`src/rtl/led_share_arbiter_if.sv`:
```
// Bundle of the LED-sharing signals between requesters and the arbiter.
//   req            : per-requester level-sensitive LED request (bit n = requester n)
//   color0..color2 : active-high colour {B,R,G} offered by each requester
//   gnt            : one-hot current owner, 0 when nobody owns the LED
//   led            : active-low LED drive (bit0 G, bit1 R, bit2 B), 3'b111 = dark
//   busy           : arbiter is granting or blanking between owners
// master = requester side, slave = arbiter side.
interface led_share_arbiter_if;
  logic [2:0] req;
  logic [2:0] color0;
  logic [2:0] color1;
  logic [2:0] color2;
  logic [2:0] gnt;
  logic [2:0] led;
  logic       busy;

  modport master (
    output req, color0, color1, color2,
    input  gnt, led, busy
  );

  modport slave (
    input  req, color0, color1, color2,
    output gnt, led, busy
  );
endinterface

```
`src/rtl/led_share_arbiter.sv`:
```
// Time-sliced round-robin sharing of one RGB LED among three requesters.
// An owner keeps the LED for a slot of SLOT_TICKS ticks (re-armed while nobody
// else wants it), and owners are separated by a dark gap of GAP_TICKS ticks.
// Ports:
//   sys_clk : single clock, all state changes on its rising edge
//   sys_rst : asynchronous active-high reset
//   bus     : led_share_arbiter_if.slave (req/colours in, gnt/led/busy out)
// Parameters:
//   TICK_DIV   : sys_clk cycles per tick
//   SLOT_TICKS : ticks per grant slot
//   GAP_TICKS  : blank ticks between owners (0 gives a one-cycle gap)
module led_share_arbiter #(
  parameter logic [23:0] TICK_DIV   = 24'd12_000,
  parameter logic [15:0] SLOT_TICKS = 16'd1000,
  parameter logic [15:0] GAP_TICKS  = 16'd20
) (
  input logic                sys_clk,
  input logic                sys_rst,
  led_share_arbiter_if.slave bus
);

  typedef enum logic [1:0] {IDLE, GRANT, GAP} state_t;

  state_t      state_q, state_d;
  logic [1:0]  owner_q, owner_d;
  logic [1:0]  last_owner_q, last_owner_d;
  logic [23:0] presc_q, presc_d;
  logic [15:0] tick_cnt_q, tick_cnt_d;
  logic [2:0]  gnt_q, gnt_d;
  logic [2:0]  led_q, led_d;

  logic tick;
  logic slot_done;
  logic gap_done;
  logic others_req;

  // First requester strictly after 'last' in the cyclic order 0->1->2->0.
  // Walking the candidates from farthest to nearest lets the nearest win.
  function automatic logic [1:0] rr_pick(input logic [2:0] r, input logic [1:0] last);
    logic [1:0] pick;
    logic [2:0] sum;
    pick = 2'd0;
    for (int k = 3; k >= 1; k--) begin
      sum = {1'b0, last} + 3'(k);
      if (sum >= 3'd3) sum = sum - 3'd3;
      if (r[sum[1:0]]) pick = sum[1:0];
    end
    return pick;
  endfunction

  function automatic logic [2:0] onehot(input logic [1:0] idx);
    return 3'b001 << idx;
  endfunction

  function automatic logic [2:0] color_of(input logic [1:0] idx,
                                          input logic [2:0] c0,
                                          input logic [2:0] c1,
                                          input logic [2:0] c2);
    logic [2:0] c;
    case (idx)
      2'd0:    c = c0;
      2'd1:    c = c1;
      default: c = c2;
    endcase
    return c;
  endfunction

  assign tick       = (presc_q == TICK_DIV - 24'd1);
  assign slot_done  = tick && (tick_cnt_q == SLOT_TICKS - 16'd1);
  assign gap_done   = (GAP_TICKS == 16'd0) || (tick && (tick_cnt_q == GAP_TICKS - 16'd1));
  assign others_req = |(bus.req & ~onehot(owner_q));

  // State register
  always_ff @(posedge sys_clk or posedge sys_rst) begin
    if (sys_rst) begin
      state_q      <= IDLE;
      owner_q      <= 2'd0;
      last_owner_q <= 2'd2;
      presc_q      <= '0;
      tick_cnt_q   <= '0;
      gnt_q        <= 3'b000;
      led_q        <= 3'b111;
    end else begin
      state_q      <= state_d;
      owner_q      <= owner_d;
      last_owner_q <= last_owner_d;
      presc_q      <= presc_d;
      tick_cnt_q   <= tick_cnt_d;
      gnt_q        <= gnt_d;
      led_q        <= led_d;
    end
  end

  // Next-state logic. Timers are zero on every entry to GRANT or GAP, so slot
  // and gap lengths are exact multiples of TICK_DIV.
  always_comb begin
    state_d      = state_q;
    owner_d      = owner_q;
    last_owner_d = last_owner_q;
    presc_d      = tick ? '0 : presc_q + 24'd1;
    tick_cnt_d   = tick ? tick_cnt_q + 16'd1 : tick_cnt_q;
    case (state_q)
      IDLE: begin
        // Timers parked at zero so GRANT starts with a fresh slot.
        presc_d    = '0;
        tick_cnt_d = '0;
        if (|bus.req) begin
          state_d = GRANT;
          owner_d = rr_pick(bus.req, last_owner_q);
        end
      end
      GRANT: begin
        // Owner release wins over a coincident slot expiry.
        if (!bus.req[owner_q] || (slot_done && others_req)) begin
          state_d      = GAP;
          last_owner_d = owner_q;
          presc_d      = '0;
          tick_cnt_d   = '0;
        end else if (slot_done) begin
          // Nobody else waiting: silently re-arm the slot for the same owner.
          presc_d    = '0;
          tick_cnt_d = '0;
        end
      end
      GAP: begin
        if (gap_done) begin
          state_d    = IDLE;
          presc_d    = '0;
          tick_cnt_d = '0;
        end
      end
      default: begin
        state_d    = IDLE;
        presc_d    = '0;
        tick_cnt_d = '0;
      end
    endcase
  end

  // Output logic: registered outputs follow the state being entered, so the
  // LED shows the owner's colour as sampled one cycle earlier.
  always_comb begin
    gnt_d = 3'b000;
    led_d = 3'b111;
    if (state_d == GRANT) begin
      gnt_d = onehot(owner_d);
      led_d = ~color_of(owner_d, bus.color0, bus.color1, bus.color2);
    end
  end

  assign bus.gnt  = gnt_q;
  assign bus.led  = led_q;
  assign bus.busy = (state_q != IDLE);

endmodule

```
`src/flat_wrapper.sv`:
```
// flat-port wrapper written by rule: the top's interface ports become plain ports
module led_share_arbiter_flat 
#(
  parameter logic [23:0] TICK_DIV   = 24'd12_000,
  parameter logic [15:0] SLOT_TICKS = 16'd1000,
  parameter logic [15:0] GAP_TICKS  = 16'd20
)
  (sys_clk, sys_rst, bus_req, bus_color0, bus_color1, bus_color2, bus_gnt, bus_led, bus_busy);
  led_share_arbiter_if bus_i ();
  input logic sys_clk;
  input logic sys_rst;
  input wire logic [$bits(bus_i.req)-1:0] bus_req;
  input wire logic [$bits(bus_i.color0)-1:0] bus_color0;
  input wire logic [$bits(bus_i.color1)-1:0] bus_color1;
  input wire logic [$bits(bus_i.color2)-1:0] bus_color2;
  output wire logic [$bits(bus_i.gnt)-1:0] bus_gnt;
  output wire logic [$bits(bus_i.led)-1:0] bus_led;
  output wire logic [$bits(bus_i.busy)-1:0] bus_busy;
  assign bus_i.req = bus_req;
  assign bus_i.color0 = bus_color0;
  assign bus_i.color1 = bus_color1;
  assign bus_i.color2 = bus_color2;
  assign bus_gnt = bus_i.gnt;
  assign bus_led = bus_i.led;
  assign bus_busy = bus_i.busy;
  led_share_arbiter #(.TICK_DIV(TICK_DIV), .SLOT_TICKS(SLOT_TICKS), .GAP_TICKS(GAP_TICKS)) u_core (.sys_clk(sys_clk), .sys_rst(sys_rst), .bus(bus_i));
endmodule
```
`config.mk`:
```
export PLATFORM = sky130hd
export DESIGN_NAME = led_share_arbiter_flat
export DESIGN_NICKNAME = d
export VERILOG_FILES = /design/src/rtl/led_share_arbiter_if.sv /design/src/rtl/led_share_arbiter.sv /design/src/flat_wrapper.sv
export SDC_FILE = /design/constraint.sdc
export NUM_CORES = 1
export LEC_CHECK = 0
export CAP_MARGIN = 15
export CELL_PAD_IN_SITES_DETAIL_PLACEMENT = 1
export CELL_PAD_IN_SITES_GLOBAL_PLACEMENT = 1
export CORE_MARGIN = 2
export CORE_UTILIZATION = 35
export CTS_BUF_LIST = sky130_fd_sc_hd__clkbuf_4
export DETAILED_ROUTE_END_ITERATION = 7
export GPL_ROUTABILITY_DRIVEN = 0
export MAX_ROUTING_LAYER = met4
export PLACE_DENSITY_LB_ADDON = 0.3
export RECOVER_POWER = 100
export SLEW_MARGIN = 20
export SYNTH_ARGS = -nofsm -noshare
export SYNTH_HDL_FRONTEND = slang
export SYNTH_SLANG_ARGS = --single-unit
```
`constraint.sdc`:
```
create_clock -name sys_clk -period 3.4 [get_ports sys_clk]
set_input_delay 0.51 -clock sys_clk [delete_from_list [all_inputs] [get_ports sys_clk]]
set_output_delay 0.51 -clock sys_clk [all_outputs]
set_load 0.005 [all_outputs]
```
==> results by group <==
Routing
  – First drt pass iteration count: 6
  – DRC violations left: 0
  – Total detailed-routing wirelength: 7.24 mm
  – Detail Route Antenna Nets: 0
  – Routed vias/inst: 5.56
  – DR iter-0 viols: 112
  – Vias: 2518
  – WL/cell: 16.0 µm

Placement
  – Final HPWL DP: 5.16 mm
  – Placed Instances: 445
  – Port bufs: 20
  – Area after DPL: 3360 µm²

Clock tree
  – Hold-fix buffers, CTS: 0
  – H-tree lvl count: 2
  – Post-CTS setup buffer count: 0
  – CTS Sinks: 52
  – Max Root-Sink Buffers: 2
  – Clock-pin slew on the worst setup and hold paths: 0.15 ns
  – Gates resized, CTS repair: 0
  – Clock buffer count from CTS: 5
  – Clock root buffer: clkbuf_4
  – TritonCTS clock tree: yes
  – Later-pin clock latency in the skew report: 0.37 ns

Power
  – Max IR drop VDD: 0.000213 V
  – Power Density: 531 nW/µm²
  – Leakage power figure: 1.28 nW

Synth
  – Gate Count Post-Synth: 330
  – Number of synthesized register bits: 52
  – Top cells by count, synth: dfrtp_1 (48), nor2_1 (35), xnor2_1 (25)
  – Post-synth cell types: 51
  – Synth async-reset ratio: 100%
  – Top_reg_cell synth: dfrtp_1
  – Top-count cell post-synth: dfrtp_1
  – Yosys top cell area share: 39.1%
  – Area leader, netlist: dfrtp_1
  – Number of flops mapped to enable cells by yosys: 0
  – Post-synthesis sequential area ratio: 42.5%
  – Post-Syn Area: 3070 µm²
  – YS warnings: 0
  – Average size of a mapped cell: 9.31 µm²
  – Mapped Nets: 353
  – Largest cells by area after synthesis: dfrtp_1 (39%), xnor2_1 (7.1%), nor2_1 (4.3%), nor3_1 (3.7%), ha_1 (3.7%)

Die
  – Die Area: 9550 µm²
  – Die Span X: 97.7 µm
  – # IOs: 21
  – Initial Utilization: 35.6%
  – Die Ht: 97.7 µm
  – Placement Rows: 34
  – Core Area: 8640 µm²

GRT
  – Pin count of the biggest net entering global routing: 53
  – Total track usage: 16.5%
  – Vias in the first global route: 2636
  – Global-route wire length before repair: 12.9 mm
  – Grt ovf: 0
  – Initial antenna violation count: 0

Critical path
  – Critical path arrival: 3.14 ns
  – Critical Path End Type: register
  – Crit path max-delay cell type: nor4b_1
  – Worst EP required: 3.67 ns
  – Crit-path cells: nor4_1 > nand4_1 > nor4b_1 > o21ai_1 > mux2_2
  – Maximum fanout along the worst path: 11
  – Largest stage delay, worst path: 0.81 ns
  – Worst setup SP type: register
  – Setup CP Type: reg -> reg

Final layout
  – Fin nets: 367
  – Diode count: 0
  – Filler instances: 1013
  – Multi-input gate area: 1640 µm²
  – Register Area: 1310 µm²
  – Synth-to-layout area growth: 10.8%
  – Share of cells above drive strength 1: 6.38%
  – Design area: 3400 µm²
  – Fin cells: 453
  – Final core utilization: 39.4%

Flow run
  – Max-capacitance violation count: 0

Timing
  – Clock Skews: 0.0163 ns
  – Relative slew slack: 14.4%
  – Fmax: 348 MHz
  – Final hold violations: 0
  – Final setup TNS: 0 ns
  – RSZ-0062 raised after global routing: false
  – Max-slew violations: 0
  – Slew @ Worst Pin: 1.28 ns
  – Tmin final: 2.87 ns
  – Fin crit share: 84.5%
  – Final Setup Violations: 0

Worst hold path
  – Min-delay worst type: reg -> reg

Outcome
  – Status: completed
## through the flow
step	hold slack [ns]	total power [mW]	worst slack (ns)
2_1_floorplan	0.448	1.31	1.28
3_5_place_dp	0.475	1.56	0.572
4_1_cts	0.494	1.85	0.670
5_1_grt	0.536	1.97	0.219
3_3_place_gp	0.471	1.53	0.703
6_report	0.489	1.81	0.528
## critical path: cells and delay by family (launching register included)
family	cells	cell delay (ns)
flip-flops	1	0.50
AO/OA/AOI/OAI	1	0.18
multiplexers	1	0.30
AND/OR/NAND/NOR	3	1.78
## cells by family (layout without fill, tap and decap cells)
kind of cell,count (synthesis),count (layout),synth area share [%]
compound gates,42,42,9.65
xor+xnor,34,34,9.69
fa+ha+maj,9,9,3.66
buf+inv,30,45,3.79
flops,52,52,42.5
mux,5,5,1.71
simple gates,158,158,29.0
## registers in the layout, summed over array words and instances (netlist names)
signal               flops
u_core.bus.gnt           3
u_core.bus.led           3
u_core.last_owner_q      2
u_core.owner_q           2
u_core.presc_q          24
u_core.state_q           2
u_core.tick_cnt_q       16
## final cells by class
class	count	share of cell area, %
clock inverter	1	0.110
clock buffer	7	1.54
inverter	15	1.65
multi-input combinational	248	48.1
timing repair buffer	22	6.25
sequential	52	38.4
tap	108	3.97
## placed cells by master, fill, tap and decap left out, drive strengths merged, types with 6 or more instances in the layout
cell and count:
and3 7, and4 6, clkbuf 8, clkdlybuf4s50 12, dfrtp 48, dlygate4sd3 8, ha 9, inv 13
nand2 18, nand3 14, nand4 15, nor2 35, nor3 23, nor4 17, o211ai 7, o21ai 8
xnor2 25, xor2 9
## per-layer routing
layer | track usage (%) | vias up | wire length (µm)
met5 | - | - | 0
met4 | 2.56 | 0 | 59
met3 | 2.59 | 8 | 124
met2 | 26.2 | 16 | 3330
met1 | 23.0 | 1269 | 3730
li1 | - | 1225 | -
## power breakdown
| group | switching, mW | internal, mW |
|---|---|---|
| combinational | 0.500 | 0.287 |
| sequential | 0.0530 | 0.686 |
| clock | 0.187 | 0.0960 |
| total | 0.740 | 1.07 |
## final timing paths
kind	slack (ns)	cells past startpoint	start	to
min	0.49	1	u_core.presc_q[0]$_DFF_PP0_	u_core.presc_q[0]$_DFF_PP0_
max	0.53	5	u_core.presc_q[15]$_DFF_PP0_	u_core.last_owner_q[0]$_DFFE_PP0P_
min in group asynchronous	1.00	3	sys_rst	u_core.tick_cnt_q[11]$_DFF_PP0_
max in group asynchronous	1.63	3	sys_rst	u_core.presc_q[8]$_DFF_PP0_
min reg2reg	0.49	1	u_core.presc_q[0]$_DFF_PP0_	u_core.presc_q[0]$_DFF_PP0_
max reg2reg	0.53	5	u_core.presc_q[15]$_DFF_PP0_	u_core.last_owner_q[0]$_DFFE_PP0P_
Note: power is estimated with default switching activity, not from simulation.
